[src/rtl/regfile_pkg.sv]
// Shared definitions for the register-file write-port arbiter.
//   ADDR_W / DATA_W : default register address and data widths
//   NUM_REGS        : number of architectural registers
//   GID_W           : width of requester indices (up to 8 requesters)
//   CLR_W           : width of the power-up clear counter
//   CLR_END_ADDR    : last register written by the clear sequence
//   state_t         : FSM state type with constants CLEAR and RUN
package regfile_pkg;

    localparam int unsigned ADDR_W   = 5;
    localparam int unsigned DATA_W   = 32;
    localparam int unsigned NUM_REGS = 32;
    localparam int unsigned GID_W    = 3;
    localparam int unsigned CLR_W    = 5;

    localparam logic [CLR_W-1:0] CLR_END_ADDR = 5'd31;

    typedef logic [0:0] state_t;
    localparam state_t CLEAR = 1'b0;
    localparam state_t RUN   = 1'b1;

endpackage

[src/rtl/rr_arbiter.sv]
// Round-robin arbiter: picks the first asserted request searching upward
// from (last_grant_i + 1) mod NREQ, wrapping around.
//   req_i        : request vector
//   last_grant_i : index of the most recently granted requester (< NREQ)
//   gnt_o        : one-hot grant, all-zero when nothing is requested
//   idx_o        : encoded index of the granted requester (0 when none)
module rr_arbiter
    import regfile_pkg::*;
#(
    parameter int unsigned NREQ = 3
) (
    input  logic [NREQ-1:0]  req_i,
    input  logic [GID_W-1:0] last_grant_i,
    output logic [NREQ-1:0]  gnt_o,
    output logic [GID_W-1:0] idx_o
);

    always_comb begin
        int unsigned cand;
        logic        found;
        gnt_o = '0;
        idx_o = '0;
        found = 1'b0;
        cand  = 0;
        for (int unsigned off = 1; off <= NREQ; off++) begin
            // last_grant_i < NREQ and off <= NREQ, so one subtraction wraps
            cand = int'(last_grant_i) + off;
            if (cand >= NREQ) begin
                cand = cand - NREQ;
            end
            if (!found && req_i[cand]) begin
                found        = 1'b1;
                gnt_o[cand]  = 1'b1;
                idx_o        = GID_W'(cand);
            end
        end
    end

endmodule

[src/rtl/regfile_write_arbiter.sv]
// Shares the register file's single write port among NREQ writeback
// requesters. After reset an optional clear sequence writes zero to
// registers 1..31, then requests are served round-robin, one per cycle.
//   clk, rst_n : clock, asynchronous active-low reset
//   req_valid  : per-requester write request
//   req_addr   : packed addresses, requester i at [i*ADDR_W +: ADDR_W]
//   req_data   : packed data, same packing
//   req_ready  : one-hot grant (combinational)
//   A3/WD3/WE3 : registered register-file write port
//   busy       : high while the clear sequence runs
//   grant_id   : registered index of the last accepted requester
module regfile_write_arbiter #(
    parameter int unsigned NREQ           = 3,
    parameter int unsigned ADDR_W         = regfile_pkg::ADDR_W,
    parameter int unsigned DATA_W         = regfile_pkg::DATA_W,
    parameter bit          CLEAR_ON_RESET = 1'b1
) (
    input  logic                          clk,
    input  logic                          rst_n,
    input  logic [NREQ-1:0]               req_valid,
    input  logic [NREQ*ADDR_W-1:0]        req_addr,
    input  logic [NREQ*DATA_W-1:0]        req_data,
    output logic [NREQ-1:0]               req_ready,
    output logic [ADDR_W-1:0]             A3,
    output logic [DATA_W-1:0]             WD3,
    output logic                          WE3,
    output logic                          busy,
    output logic [regfile_pkg::GID_W-1:0] grant_id
);
    import regfile_pkg::*;

    localparam state_t RESET_STATE = CLEAR_ON_RESET ? CLEAR : RUN;

    state_t            state_q, state_d;
    logic [CLR_W-1:0]  clr_cnt_q, clr_cnt_d;
    logic [GID_W-1:0]  last_grant_q, last_grant_d;
    logic [GID_W-1:0]  grant_id_q, grant_id_d;
    logic [ADDR_W-1:0] a3_q, a3_d;
    logic [DATA_W-1:0] wd3_q, wd3_d;
    logic              we3_q, we3_d;

    logic [NREQ-1:0]   gnt;
    logic [GID_W-1:0]  gnt_idx;
    logic              accept;
    logic [ADDR_W-1:0] sel_addr;
    logic [DATA_W-1:0] sel_data;

    rr_arbiter #(
        .NREQ (NREQ)
    ) u_rr_arbiter (
        .req_i        (req_valid),
        .last_grant_i (last_grant_q),
        .gnt_o        (gnt),
        .idx_o        (gnt_idx)
    );

    // rst_n gating only matters when the FSM resets straight into RUN
    assign req_ready = (rst_n && state_q == RUN) ? gnt : '0;
    // Acceptance is derived from the arbiter directly so no state flop
    // takes rst_n as data.
    assign accept    = (state_q == RUN) && (|(req_valid & gnt));
    assign sel_addr  = req_addr[int'(gnt_idx)*ADDR_W +: ADDR_W];
    assign sel_data  = req_data[int'(gnt_idx)*DATA_W +: DATA_W];

    always_comb begin
        state_d      = state_q;
        clr_cnt_d    = clr_cnt_q;
        last_grant_d = last_grant_q;
        grant_id_d   = grant_id_q;
        a3_d         = a3_q;
        wd3_d        = wd3_q;
        we3_d        = 1'b0;
        case (state_q)
            CLEAR: begin
                we3_d     = 1'b1;
                a3_d      = ADDR_W'(clr_cnt_q);
                wd3_d     = '0;
                clr_cnt_d = clr_cnt_q + 1'b1;
                if (clr_cnt_q == CLR_END_ADDR) begin
                    state_d = RUN;
                end
            end
            default: begin
                if (accept) begin
                    a3_d         = sel_addr;
                    wd3_d        = sel_data;
                    // register 0 is hardwired; complete the handshake only
                    we3_d        = (sel_addr != '0);
                    grant_id_d   = gnt_idx;
                    last_grant_d = gnt_idx;
                end
            end
        endcase
    end

    always_ff @(posedge clk or negedge rst_n) begin
        if (!rst_n) begin
            state_q      <= RESET_STATE;
            clr_cnt_q    <= CLR_W'(1);
            last_grant_q <= GID_W'(NREQ - 1);
            grant_id_q   <= '0;
            a3_q         <= '0;
            wd3_q        <= '0;
            we3_q        <= 1'b0;
        end else begin
            state_q      <= state_d;
            clr_cnt_q    <= clr_cnt_d;
            last_grant_q <= last_grant_d;
            grant_id_q   <= grant_id_d;
            a3_q         <= a3_d;
            wd3_q        <= wd3_d;
            we3_q        <= we3_d;
        end
    end

    assign A3       = a3_q;
    assign WD3      = wd3_q;
    assign WE3      = we3_q;
    assign grant_id = grant_id_q;
    assign busy     = (state_q == CLEAR);

endmodule
[config.mk]
export PLATFORM = sky130hd
export DESIGN_NAME = regfile_write_arbiter
export DESIGN_NICKNAME = d
export VERILOG_FILES = /design/src/rtl/regfile_pkg.sv /design/src/rtl/rr_arbiter.sv /design/src/rtl/regfile_write_arbiter.sv
export SDC_FILE = /design/constraint.sdc
export NUM_CORES = 1
export LEC_CHECK = 0
export ABC_AREA = 0
export CAP_MARGIN = 30
export CORE_MARGIN = 8
export CORE_UTILIZATION = 43
export CTS_BUF_LIST = sky130_fd_sc_hd__clkbuf_4
export DETAILED_ROUTE_END_ITERATION = 8
export HOLD_SLACK_MARGIN = 0.1
export PLACE_DENSITY = 0.83
export SKIP_CTS_REPAIR_TIMING = 1
export SLEW_MARGIN = 20
export SYNTH_ARGS = -nofsm -noshare
export SYNTH_HDL_FRONTEND = slang
export SYNTH_SLANG_ARGS = --single-unit
[constraint.sdc]
create_clock -name clk -period 3.9 [get_ports clk]
set_input_delay 0.585 -clock clk [delete_from_list [all_inputs] [get_ports clk]]
set_output_delay 0.585 -clock clk [all_outputs]
set_load 0.005 [all_outputs]
# Yosys cells after proc, flatten, opt, wreduce, memory -nomap -nowiden

Index checks and enable logic that the tools add are counted.

Register bits: 50
Latch bits: 0
Bits in writable memories: 0
Bits in read-only memories: 0
Bits of input ports: 116
Output and inout bits: 45
Logic and storage cells: 76
Memories kept: 0

Add/sub/neg operators: 7
Multipliers: 1
Div/mod/pow operators: 0
$lt $le $gt $ge: 9
Equality and inequality tests: 2
Shift operators: 2
Multiplexer cells: 32
Bitwise logic cells: 4
Reduce and logical (&&, ||, !) cells: 12

Operators with widths:

| operator                                                                             | number |
|---|---|
| 32-bit two-way mux                                                                   | 5 |
| 32-bit by 1-bit greater-or-equal comparator with 1-bit output, second input constant | 3 |
| 32-bit by 2-bit greater-or-equal comparator with 1-bit output, second input constant | 3 |
| 32-bit by 3-bit < comparator with 1-bit output, second input constant                | 3 |
| 96-bit by 9-bit variable part select with 32-bit output                              | 1 |
| 32-bit by 2-bit subtractor with 32-bit output, second input constant                 | 3 |
| 3-bit two-way mux                                                                    | 7 |
| 15-bit by 7-bit variable part select with 5-bit output                               | 1 |
| 1-bit two-way mux                                                                    | 12 |
| 5-bit two-way mux                                                                    | 2 |
| 3-bit by 2-bit adder with 4-bit output, second input constant                        | 2 |
| 1-bit logical AND                                                                    | 7 |
| 1-bit binary-select mux with 2-bit select                                            | 3 |
| 1-bit demux with 2-bit select                                                        | 3 |
| 3-bit by 3-bit multiplier with 6-bit output, second input constant                   | 1 |
| 3-bit bitwise OR                                                                     | 2 |
| 5-bit by 1-bit adder with 5-bit output, second input constant                        | 1 |
| 5-bit == test, second input constant                                                 | 1 |
| 5-bit nonzero test                                                                   | 1 |
| 3-bit by 1-bit adder with 4-bit output, second input constant                        | 1 |
| 3-bit bitwise AND                                                                    | 1 |
| 3-bit OR reduction                                                                   | 1 |
| 1-bit logical NOT                                                                    | 2 |
| 2-bit by 1-bit inequality test with 1-bit output, second input constant              | 1 |
| other kinds (2)                                                                      | 2 |

# Depth between registers and ports, before layout

Word-level depth: 17
Gate-level depth with buffers: 17
Mapped depth without buffers: 13

# By module

From an unflattened synthesis, not the netlist that was laid out.

Cell total of the unflattened synthesis: 369
Area total of the unflattened synthesis: 3608.5 um^2

By module, submodules not included:

| module                | instances | cells each | area an instance (um^2) | seq. area each (um^2) |
|---|---|---|---|---|
| regfile_write_arbiter | 1         | 254        | 2676.3                  | 1203.7 |
| rr_arbiter            | 1         | 115        | 932.1                   | 0.0 |

# Worst setup path after synthesis

OpenSTA, ideal clock, no wires.

Path kind: register to register
Start point: reg last_grant_q[1]
End point: reg a3_q[2] (netlist: A3[2])
Library setup time: 0.124 ns
Arrival: 3.353 ns
Data required time: 3.776 ns
Slack: 0.423 ns
Stages on the path, launching flop included: 13
Path buffers: 2
Period minus slack after synthesis: 3.477 ns
Cells stage by stage: dfstp_2 -> inv_1 -> ha_1 -> nand2b_1 -> buf_6 -> a31o_1 -> a222oi_1 -> nor2_1 -> a211oi_2 -> buf_4 -> mux2i_1 -> a21oi_1 -> a211o_2

Cells in the longest elaborated chain, start to end: 16
Elaborated cells on any way between the ends: 55
Those cells by class: 6 x add/sub; 1 x mul; 9 x order compare; 1 x eq/ne; 1 x shift; 25 x mux; 3 x bitwise; 9 x reduce/logical

RTL lines:

| what                                                                                                                           | line                                                     | source |
|---|---|---|
| start: declaration                                                                                                             | regfile_write_arbiter.sv:36                              | `logic [GID_W-1:0] last_grant_q, last_grant_d;` |
| start signal: assignment                                                                                                       | regfile_write_arbiter.sv:100                             | `last_grant_q <= GID_W'(NREQ - 1);` |
| start signal: assignment                                                                                                       | regfile_write_arbiter.sv:108                             | `last_grant_q <= last_grant_d;` |
| 3-bit by 1-bit adder with 4-bit output                                                                                         | rr_arbiter.sv:27                                         | `cand = int'(last_grant_i) + off;` |
| 32-bit by 2-bit subtractor with 32-bit output or 32-bit by 2-bit greater-or-equal comparator with 1-bit output (tied branches) | rr_arbiter.sv:29, rr_arbiter.sv:28                       |  |
| 32-bit two-way mux                                                                                                             | rr_arbiter.sv:28                                         | `if (cand >= NREQ) begin` |
| 1-bit binary-select mux with 2-bit select (tied with other cells)                                                              | rr_arbiter.sv:31                                         | `if (!found && req_i[cand]) begin` |
| 1-bit two-way mux (not written as such) or 1-bit logical AND (tied branches)                                                   | rr_arbiter.sv:31, rr_arbiter.sv:33                       |  |
| 1-bit two-way mux (on tied branches)                                                                                           | rr_arbiter.sv:31, rr_arbiter.sv:33                       |  |
| 1-bit logical NOT or 1-bit demux with 2-bit select (tied branches)                                                             | --                                                       |  |
| 1-bit logical AND or 3-bit two-way mux (tied branches)                                                                         | rr_arbiter.sv:31                                         |  |
| 1-bit two-way mux or 3-bit bitwise OR (tied branches)                                                                          | --                                                       |  |
| 1-bit logical NOT or 3-bit two-way mux (tied branches)                                                                         | rr_arbiter.sv:31                                         |  |
| 1-bit logical AND or 3-bit bitwise OR (tied branches)                                                                          | --                                                       |  |
| 3-bit two-way mux                                                                                                              | rr_arbiter.sv:31                                         |  |
| 3-bit by 3-bit multiplier with 6-bit output or 3-bit bitwise AND (tied branches)                                               | regfile_write_arbiter.sv:62, regfile_write_arbiter.sv:61 |  |
| 15-bit by 7-bit variable part select with 5-bit output or 3-bit OR reduction (tied branches)                                   | regfile_write_arbiter.sv:62, regfile_write_arbiter.sv:61 |  |
| 5-bit two-way mux or 1-bit logical AND (tied branches)                                                                         | regfile_write_arbiter.sv:84, regfile_write_arbiter.sv:61 |  |
| 5-bit two-way mux or 2-bit by 1-bit inequality test with 1-bit output (tied branches)                                          | --                                                       |  |
| end signal: assignment                                                                                                         | regfile_write_arbiter.sv:102                             | `a3_q <= '0;` |
| end signal: assignment                                                                                                         | regfile_write_arbiter.sv:110                             | `a3_q <= a3_d;` |
| end: declaration                                                                                                               | regfile_write_arbiter.sv:38                              | `logic [ADDR_W-1:0] a3_q, a3_d;` |

Parallel ways exist; a longest one is shown, timed or not. The select of a mux whose other input is x is not followed.
A chain may end at the register's enable or synchronous reset.

# Worst setup path in the final report

Start point: reg last_grant_q[1]
End point: reg a3_q[0] (netlist: A3[0])

Same word-level chain as after synthesis.

==> results.yml <==
status:
  status: "complete, no violations"
setup_path:
  cpPeakStageDelay_ns: 0.62
  path_cells: "clkinvlp_4 -> ha_4 -> or4b_4 -> o32a_1 -> o21a_1 -> and4_2 -> buf_4 -> buf_4 -> a211oi_4 -> and2_4 -> nor3_4 -> buf_4 -> a211o_2"
  cp_common_cell: "buf_4"
  cp.arrival_ns: 4.14
  regToRegSetupSlack_ns: 0.04
  r2r-start: "last_grant_q[1]"
  worstPathMaxFanout: 17
  startpoint_type: "flop"
  path_class: "flop to flop"
  cp-end-kind: "flop"
  reg2regPathDepth: 13
  crit_required_ns: 4.18
  slowest_stage: "dfstp_2"
  rr_endpoint: "A3[0]"
layout:
  antennaDiodeCount: 0
  final_area_um2: 5425
  finalNetCount: 669
  final_util_pct: 70.21
  n_fill_cell: 570
  multi_input_area_um2: 2131
  layout.cells.non_filler: 645
  drive_gt1_share_pct: 12.89
  register_area_um2: 1204
  areaGrowthSynthToFinish_pct: 57.56
place:
  placed_area_um2: 5202
  post-place-cells: 629
  place.gp.congestion: 0.8783
  dp_slack_ns: 0.1525
  hpwlAfterDp_mm: 9.729
  io_buffers: 160
timing:
  finalHoldViolCount: 0
  rsz0062_at_grt: "yes"
  period_share_pct: 98.99
  worstMarginPinSlew_ns: 0.8711
  slew_viol_final: 0
  slew_headroom_pct: 41.39
  skew_ns: 0.02113
  period_needed_ns: 3.860
  final.setup.worst_slack_ns: 0.03958
  finalSetupViolCount: 0
  fmax_ghz: 0.2590
cts:
  cts-root-buf: "clkbuf_4"
  cts_tree: "built"
  cts_made_buffers: 5
  cts.clk_slew.worst_paths_ns: 0.15
  h-tree-depth: 2
  clk_latency_ns: 0.37
  clock_sinks: 48
  clockBufferDepth: 2
synth:
  syn-cell-area_um2: 3443
  synth_cells: 379
  syn_area_per_cell_um2: 9.085
  ys_types: 53
  synth_fp_nets: 506
  yosysWarnings: 0
  synth_edf_count: 0
  synth.largest_area_cell: "dfrtp_1"
  yosysSeqAreaShare_pct: 34.96
  synth-main-ff-cell: "dfrtp_1"
  synthTopCellsByArea: "dfrtp_1 (33%), mux2i_1 (12%), a22o_1 (8.4%)"
  synth_seq_cells: 48
  yosys-top-cells-count: "dfrtp_1 (46), nand2_1 (46), mux2i_1 (42)"
  postSynth.asyncResetShare_pct: 100.0
  synth_top_area_share_pct: 33.43
drt:
  dr.pass1.iters: 5
  wl_per_cell_um: 18.83
  drt-total-wl_mm: 12.14
  dr_total_vias: 3474
  drt-initial-drc-count: 106
  drcViolationCount: 0
  ant_nets: 0
  via_per_inst: 5.386
grt:
  grt_pass1_wl_mm: 19.29
  grtUsageTotal_pct: 21.42
  grt_pass1_vias: 3796
  gr-total-overflow: 0
  grt_max_degree: 49
  grt_antenna_before_repair: 0
power:
  power_w: 0.005959
  p_per_area_nw_per_um2: 1098
  irDropWorstVdd_uv: 688.4
  p_leak_nw: 2.449
floorplan:
  die_h_um: 105.5
  rows: 32
  start_util_pct: 44.56
  pin_count: 161
  die_w_um: 105.5
  core_area_um2: 7727
  dieArea_um2: 11130
job:
  maxCapViolCount: 0
min_path:
  hold_path.class: "input pin to asynchronous set/reset pin"
==> layout make-up <==
| class | count | share of cell area [%] |
|---|---|---|
| tap | 102 | 2.352 |
| sequential | 48 | 22.19 |
| clock buffer | 5 | 0.6919 |
| multi-input combinational | 290 | 39.28 |
| timing repair buffer | 186 | 34.32 |
| inverter | 11 | 0.8303 |
| clock inverter | 3 | 0.3459 |
==> metal layers <==
layer,up-vias,track usage [%],share of wire [%]
li1,1703,-,-
met1,1613,23.28,41
met2,133,37.46,48
met3,25,8.222,8.2
met4,0,6.932,2.4
met5,-,0,0
==> cell families (layout without fill, tap and decap cells) <==
group / Yosys count / after routing / synth area share [%]
flip-flops: 48 / 48 / 34.96
buffers and inverters: 41 / 205 / 6.286
AND/OR/NAND/NOR: 107 / 107 / 15.48
AO/OA/AOI/OAI: 119 / 119 / 23.98
XOR/XNOR: 7 / 7 / 1.781
multiplexers: 46 / 46 / 13.52
adder cells (fa/ha/maj): 11 / 11 / 3.997
==> metrics by stage <==
stage / setup TNS, ns / hold WS [ns]
2_1_floorplan: 0 / 0.2894
3_3_place_gp: 0 / 0.4783
3_5_place_dp: 0 / 0.4898
4_1_cts: -0.7746 / 0.3226
5_1_grt: -0.1879 / 0.3651
6_report: 0 / 0.3169
==> report_power, final <==
part | internal (W) | total [W] | switching, W | leakage, nW
Clock | 0.0000681 | 0.000229 | 0.000161 | 0.0249
Combinational | 0.00239 | 0.00484 | 0.00245 | 1.82
Sequential | 0.000766 | 0.000890 | 0.000124 | 0.602
==> sequential cells by signal, indices dropped and copies added (netlist names) <==
name	cells
clr_cnt_q	5
state_q	1
WE3	1
grant_id	1
A3	5
WD3	32
last_grant_q	3
==> worst max path at each step <==
stage	startpoint	to	slack, ns	cells after the start
floorplan	last_grant_q[1]	A3[2]	0.42	12
global placement	req_valid[1]	req_ready[0]	0.21	8
detailed placement	last_grant_q[1]	req_ready[0]	0.15	9
CTS	last_grant_q[1]	req_ready[0]	-0.28	9
global route	last_grant_q[1]	req_ready[0]	-0.12	10
finish	last_grant_q[1]	A3[0]	0.04	13
==> cells in the final DEF (no fill, tap or decap), types with 3 or more instances in the layout <==
cell type / n
nor2b_1: 4
o211ai_1: 3
a31oi_1: 4
nor4_1: 3
nand2_1: 45
nor2_1: 15
buf_12: 5
buf_4: 21
inv_1: 10
clkdlybuf4s50_1: 156
a21oi_1: 15
and2_1: 3
a22o_1: 33
mux2i_1: 41
o21ai_0: 39
and3_1: 4
clkinvlp_4: 3
nand2b_1: 4
clkbuf_4: 5
nand3_1: 3
or2_2: 4
ha_4: 4
or3_1: 4
mux2_2: 4
ha_1: 7
dfrtp_1: 46
xnor2_1: 7
dlymetal6s2s_1: 3
==> worst max-delay path, delay by kind of cell (launching register included) <==
| family | cells | cell delay (ns) |
|---|---|---|
| adders and majority gates | 1 | 0.24 |
| buffers and inverters | 4 | 0.70 |
| and+or+nand+nor | 4 | 1.12 |
| DFF | 1 | 0.62 |
| AOI/OAI and AO/OA | 4 | 1.08 |
No activity file was read; power rests on OpenSTA's default activity.
